**src/rtl/rom_port_arbiter.sv**
```systemverilog
// Two-requester round-robin arbiter in front of a single non-pipelined ROM read port.
// One transaction in flight at a time: IDLE -> WAIT (LATENCY+1 cycles) -> RESP (1 cycle).
module rom_port_arbiter #(
    parameter int unsigned MEM_ADDR  = 6,
    parameter int unsigned MEM_EXTRA = 4,
    parameter int unsigned LATENCY   = 1,
    localparam int unsigned AW = MEM_ADDR + 1,
    localparam int unsigned DW = (2 ** MEM_EXTRA) * 8
) (
    input  logic                 clk,
    input  logic                 reset,
    input  logic                 req0,
    input  logic                 req1,
    input  logic [AW-1:0]        addr0,
    input  logic [AW-1:0]        addr1,
    input  logic [MEM_EXTRA-1:0] extra0,
    input  logic [MEM_EXTRA-1:0] extra1,
    input  logic [AW-1:0]        lo0,
    input  logic [AW-1:0]        lo1,
    input  logic [AW-1:0]        hi0,
    input  logic [AW-1:0]        hi1,
    output logic                 gnt0,
    output logic                 gnt1,
    output logic                 rvalid0,
    output logic                 rvalid1,
    output logic [DW-1:0]        rdata,
    output logic                 rerror,
    output logic [AW-1:0]        mem_addr,
    output logic [MEM_EXTRA-1:0] mem_extra,
    output logic [AW-1:0]        mem_lower_bound,
    output logic [AW-1:0]        mem_upper_bound,
    input  logic [DW-1:0]        mem_data,
    input  logic                 mem_error,
    output logic                 busy
);

    typedef enum logic [1:0] {
        StIdle,
        StWait,
        StResp
    } state_t;

    localparam logic [1:0] LatCnt = 2'(LATENCY);

    state_t     state;
    logic [1:0] cnt;
    logic       last_grant;
    logic       pick1;

    // Winner selection: a lone requester wins; on a tie the one not granted last wins.
    always_comb begin
        pick1 = req1 & (~req0 | ~last_grant);
    end

    // Arbitration FSM with registered grant/response/ROM-side outputs.
    always_ff @(posedge clk or posedge reset) begin
        if (reset) begin
            state           <= StIdle;
            cnt             <= 2'd0;
            last_grant      <= 1'b1;
            gnt0            <= 1'b0;
            gnt1            <= 1'b0;
            rvalid0         <= 1'b0;
            rvalid1         <= 1'b0;
            busy            <= 1'b0;
            rdata           <= '0;
            rerror          <= 1'b0;
            mem_addr        <= '0;
            mem_extra       <= '0;
            mem_lower_bound <= '0;
            mem_upper_bound <= '1;
        end else begin
            case (state)
                StIdle: begin
                    if (req0 || req1) begin
                        if (pick1) begin
                            mem_addr        <= addr1;
                            mem_extra       <= extra1;
                            mem_lower_bound <= lo1;
                            mem_upper_bound <= hi1;
                            gnt1            <= 1'b1;
                        end else begin
                            mem_addr        <= addr0;
                            mem_extra       <= extra0;
                            mem_lower_bound <= lo0;
                            mem_upper_bound <= hi0;
                            gnt0            <= 1'b1;
                        end
                        busy       <= 1'b1;
                        cnt        <= 2'd0;
                        last_grant <= pick1;
                        state      <= StWait;
                    end
                end
                StWait: begin
                    gnt0 <= 1'b0;
                    gnt1 <= 1'b0;
                    cnt  <= cnt + 2'd1;
                    if (cnt == LatCnt) begin
                        rdata   <= mem_data;
                        rerror  <= mem_error;
                        rvalid0 <= ~last_grant;
                        rvalid1 <= last_grant;
                        state   <= StResp;
                    end
                end
                StResp: begin
                    // Always return through IDLE so no grant is issued on this edge.
                    rvalid0 <= 1'b0;
                    rvalid1 <= 1'b0;
                    busy    <= 1'b0;
                    state   <= StIdle;
                end
                default: begin
                    state <= StIdle;
                end
            endcase
        end
    end

endmodule

```
**config.mk**
```make
export PLATFORM = sky130hd
export DESIGN_NAME = rom_port_arbiter
export DESIGN_NICKNAME = d
export VERILOG_FILES = /design/src/rtl/rom_port_arbiter.sv
export SDC_FILE = /design/constraint.sdc
export NUM_CORES = 1
export LEC_CHECK = 0
export CORE_MARGIN = 3
export CORE_UTILIZATION = 35
export DETAILED_ROUTE_END_ITERATION = 10
export PLACE_DENSITY = 0.71
export SLEW_MARGIN = 20
export SYNTH_ARGS = -nofsm -noshare
export SYNTH_HDL_FRONTEND = slang
export SYNTH_SLANG_ARGS = --single-unit
export TNS_END_PERCENT = 20
```
**constraint.sdc**
```tcl
create_clock -name clk -period 16.9 [get_ports clk]
set_clock_uncertainty 0.15 [all_clocks]
set_input_delay 3.38 -clock clk [delete_from_list [all_inputs] [get_ports clk]]
set_output_delay 3.38 -clock clk [all_outputs]
set_load 0.005 [all_outputs]
```
==> flow_summary.ini <==
[yosys]
synth.ff_latch_count = 164
synth_common_cells = dfrtp_1 (156), mux2_4 (99), nand2_1 (52)
synth_area_leaders = dfrtp_1 (56%), mux2_4 (22%), mux2_2 (4.9%), buf_12 (3.2%), dfstp_2 (3.0%)
synth_most_common_cell = dfrtp_1
syn_area_per_cell_sq_um = 15.2
yosys.area.top_type = dfrtp_1
syn-cell-area_sq_um = 6910
synth_nets = 639
synth_ff_type = dfrtp_1
synthArstFlopShare_pct = 100
synth_cell_types = 30
yosysSeqAreaShare_pct = 59.5
netlist_instances = 455
yosysWarnings = 0
synth_edf_count = 0
netlist.area_leader.share_pct = 56.5

[drt]
detail-route-antenna-nets = 0
drc_errors = 0
routed_wl_mm = 19.1
vias = 4948
drtIter0Drc = 143
avgRoutedWirePerCell_um = 18.0
routed_via_density = 4.65
dr.pass1.iters = 4

[cells_and_area]
post-route-util_pct = 57.6
drive_above_1_share_pct = 22.2
area_growth_pct = 58.9
diodes = 0
final_nets = 975
finalInstanceArea_sq_um = 11000

[cts]
hold_buffers = 0
cts_setup_buffers = 0
clock_latency_ps = 410
clock_sinks = 164
cts_root_buf = clkbuf_16
cts_resized = 0
numCtsBuffers = 17
cts_tree = done
cts_htree_levels = 4
cts_buffer_depth = 2
cts.clk_slew.worst_paths_ps = 60

[timing]
post-route-period-util_pct = 31.6
timing.final.crit_period_ps = 5350
finalMaxSlewViolations = 0
max_freq_mhz = 187
setup_ws_ps = 11550
worstMarginPinSlew_ps = 1010
relSlewSlack_pct = 32.1
setup_tns_ps = 0
finalHoldWorstSlack_ps = 355
rsz0062_at_grt = false
finalSetupViolCount = 0
hold_viol_final = 0

[power_and_ir_drop]
p_sw_uw = 608
powerDensity_nw_per_um2 = 192
leakage_uw = 0.00462
ir_drop_v = 0.0000713
internal_power_uw = 1500
pwr-share-comb_pct = 47.6
pwr-share-clk_pct = 18.2
sw_frac_of_total_pct = 28.8
pwr-share-seq_pct = 34.2

[grt]
grt_pass1_wl_mm = 30.0
grt.total_usage_pct = 17.6
first_global_vias = 5299
grt-ovfl-total = 0
grt_antenna_before_repair = 0
grt_max_degree = 94

[floorplan]
die_height_um = 147
io_pins = 342
die_w_um = 147
start_util_pct = 36.2
core.rowCount = 50
fp.coreArea_sq_um = 19100
dieArea_sq_um = 21500

[place]
dp_slack_ps = 11110
place_congestion = 0.840
numPortBuffers = 341
dpl.hpwl_mm = 14.1
placed_area_sq_um = 10400

[setup_path]
required_ps = 17000
crit_path_start_kind = primary input
worst-path-max-fanout = 29
crit_type = primary input to register
crit_arrival_ps = 5450
critPathCaptureType = register

[hold_path]
hp-class = register to register

[status]
status = finished, final reports clean

[run]
drv_cap = 0
cells in the final DEF, fill, tap and decap left out:
cell / count
buf_4: 4
o21bai_1: 1
a21oi_1: 30
mux2_2: 30
and3_1: 1
dfstp_2: 8
a22o_1: 1
nand2_1: 52
o21ai_0: 2
nor2_4: 2
clkinvlp_4: 5
mux2_4: 99
and2_1: 1
o22ai_1: 3
clkbuf_16: 17
nand2b_1: 1
clkinv_4: 1
clkinv_2: 1
inv_8: 1
clkdlybuf4s50_1: 341
inv_6: 4
or2_0: 1
or2_2: 1
ha_1: 1
clkbuf_8: 1
inv_1: 5
o21a_1: 1
bufinv_16: 2
a21boi_2: 1
nor2_1: 1
dfrtp_1: 156
and3b_1: 1
a31oi_1: 26
a21bo_2: 1
routing by layer:
| layer | up-vias | global-route usage [%] | routed length [um] |
|---|---|---|---|
| li1 | 2262 | - | - |
| met1 | 2423 | 21.5 | 7900 |
| met2 | 235 | 29.9 | 9610 |
| met3 | 28 | 4.81 | 1230 |
| met4 | 0 | 6.26 | 386 |
| met5 | - | 0 | 0 |
path summary, 6_finish.rpt:
path,from,to,slack (ps),cells after the start
worst max-delay path,req0,cnt[0],11550,5
worst min register to register,rdata[50],rdata[50],350,1
worst max register to register,state[1],rdata[127],13690,4
worst min-delay path,rdata[50],rdata[50],350,1
min in group asynchronous,reset,rdata[107],3340,2
max in group asynchronous,reset,rdata[100],11780,3
final cells by class:
type / instances / area, sq um
Fill cell: 1549 / 8100
Sequential cell: 164 / 4110
Timing Repair Buffer: 345 / 3440
Multi-Input combinational cell: 257 / 2480
Clock buffer: 18 / 439
Tap cell: 260 / 325
Clock inverter: 13 / 149
Inverter: 6 / 27.5
registers in the layout, summed over array words and instances (netlist names):
signal and count:
mem_extra 4, state 2, mem_addr 7, last_grant 1, cnt 2, mem_lower_bound 7
gnt0 1, gnt1 1, rvalid0 1, mem_upper_bound 7, busy 1, rerror 1
rvalid1 1, rdata 128
per-stage QoR:
step	cells	total power (uW)
4_1_cts	1063	2140
2_1_floorplan	455	1240
6_report	1063	2110
5_1_grt	1063	2230
3_3_place_gp	1032	1710
3_5_place_dp	1032	1740
power by group through the flow:
stage / Combinational (uW) / Clock, uW / Sequential (uW)
after detailed placement: 1010 / 0 / 727
after global placement: 991 / 0 / 719
after CTS: 1020 / 394 / 724
final: 1010 / 385 / 722
after global routing: 1070 / 411 / 748
after floorplan: 515 / 0 / 729
cells by family after synthesis:
group	count (synthesis)	synth area share, %
flip-flops	164	59.5
multiplexers	129	26.4
adder cells (fa/ha/maj)	1	0.181
AND/OR/NAND/NOR	61	3.71
buffers and inverters	34	4.67
AO/OA/AOI/OAI	66	5.54
critical path, stage by stage:
cell and delay (ps):
clkdlybuf4s50_1 540, or2_0 140, buf_4 290, and2_1 850, o21ai_0 240
Power figures use the tool's default switching activity.
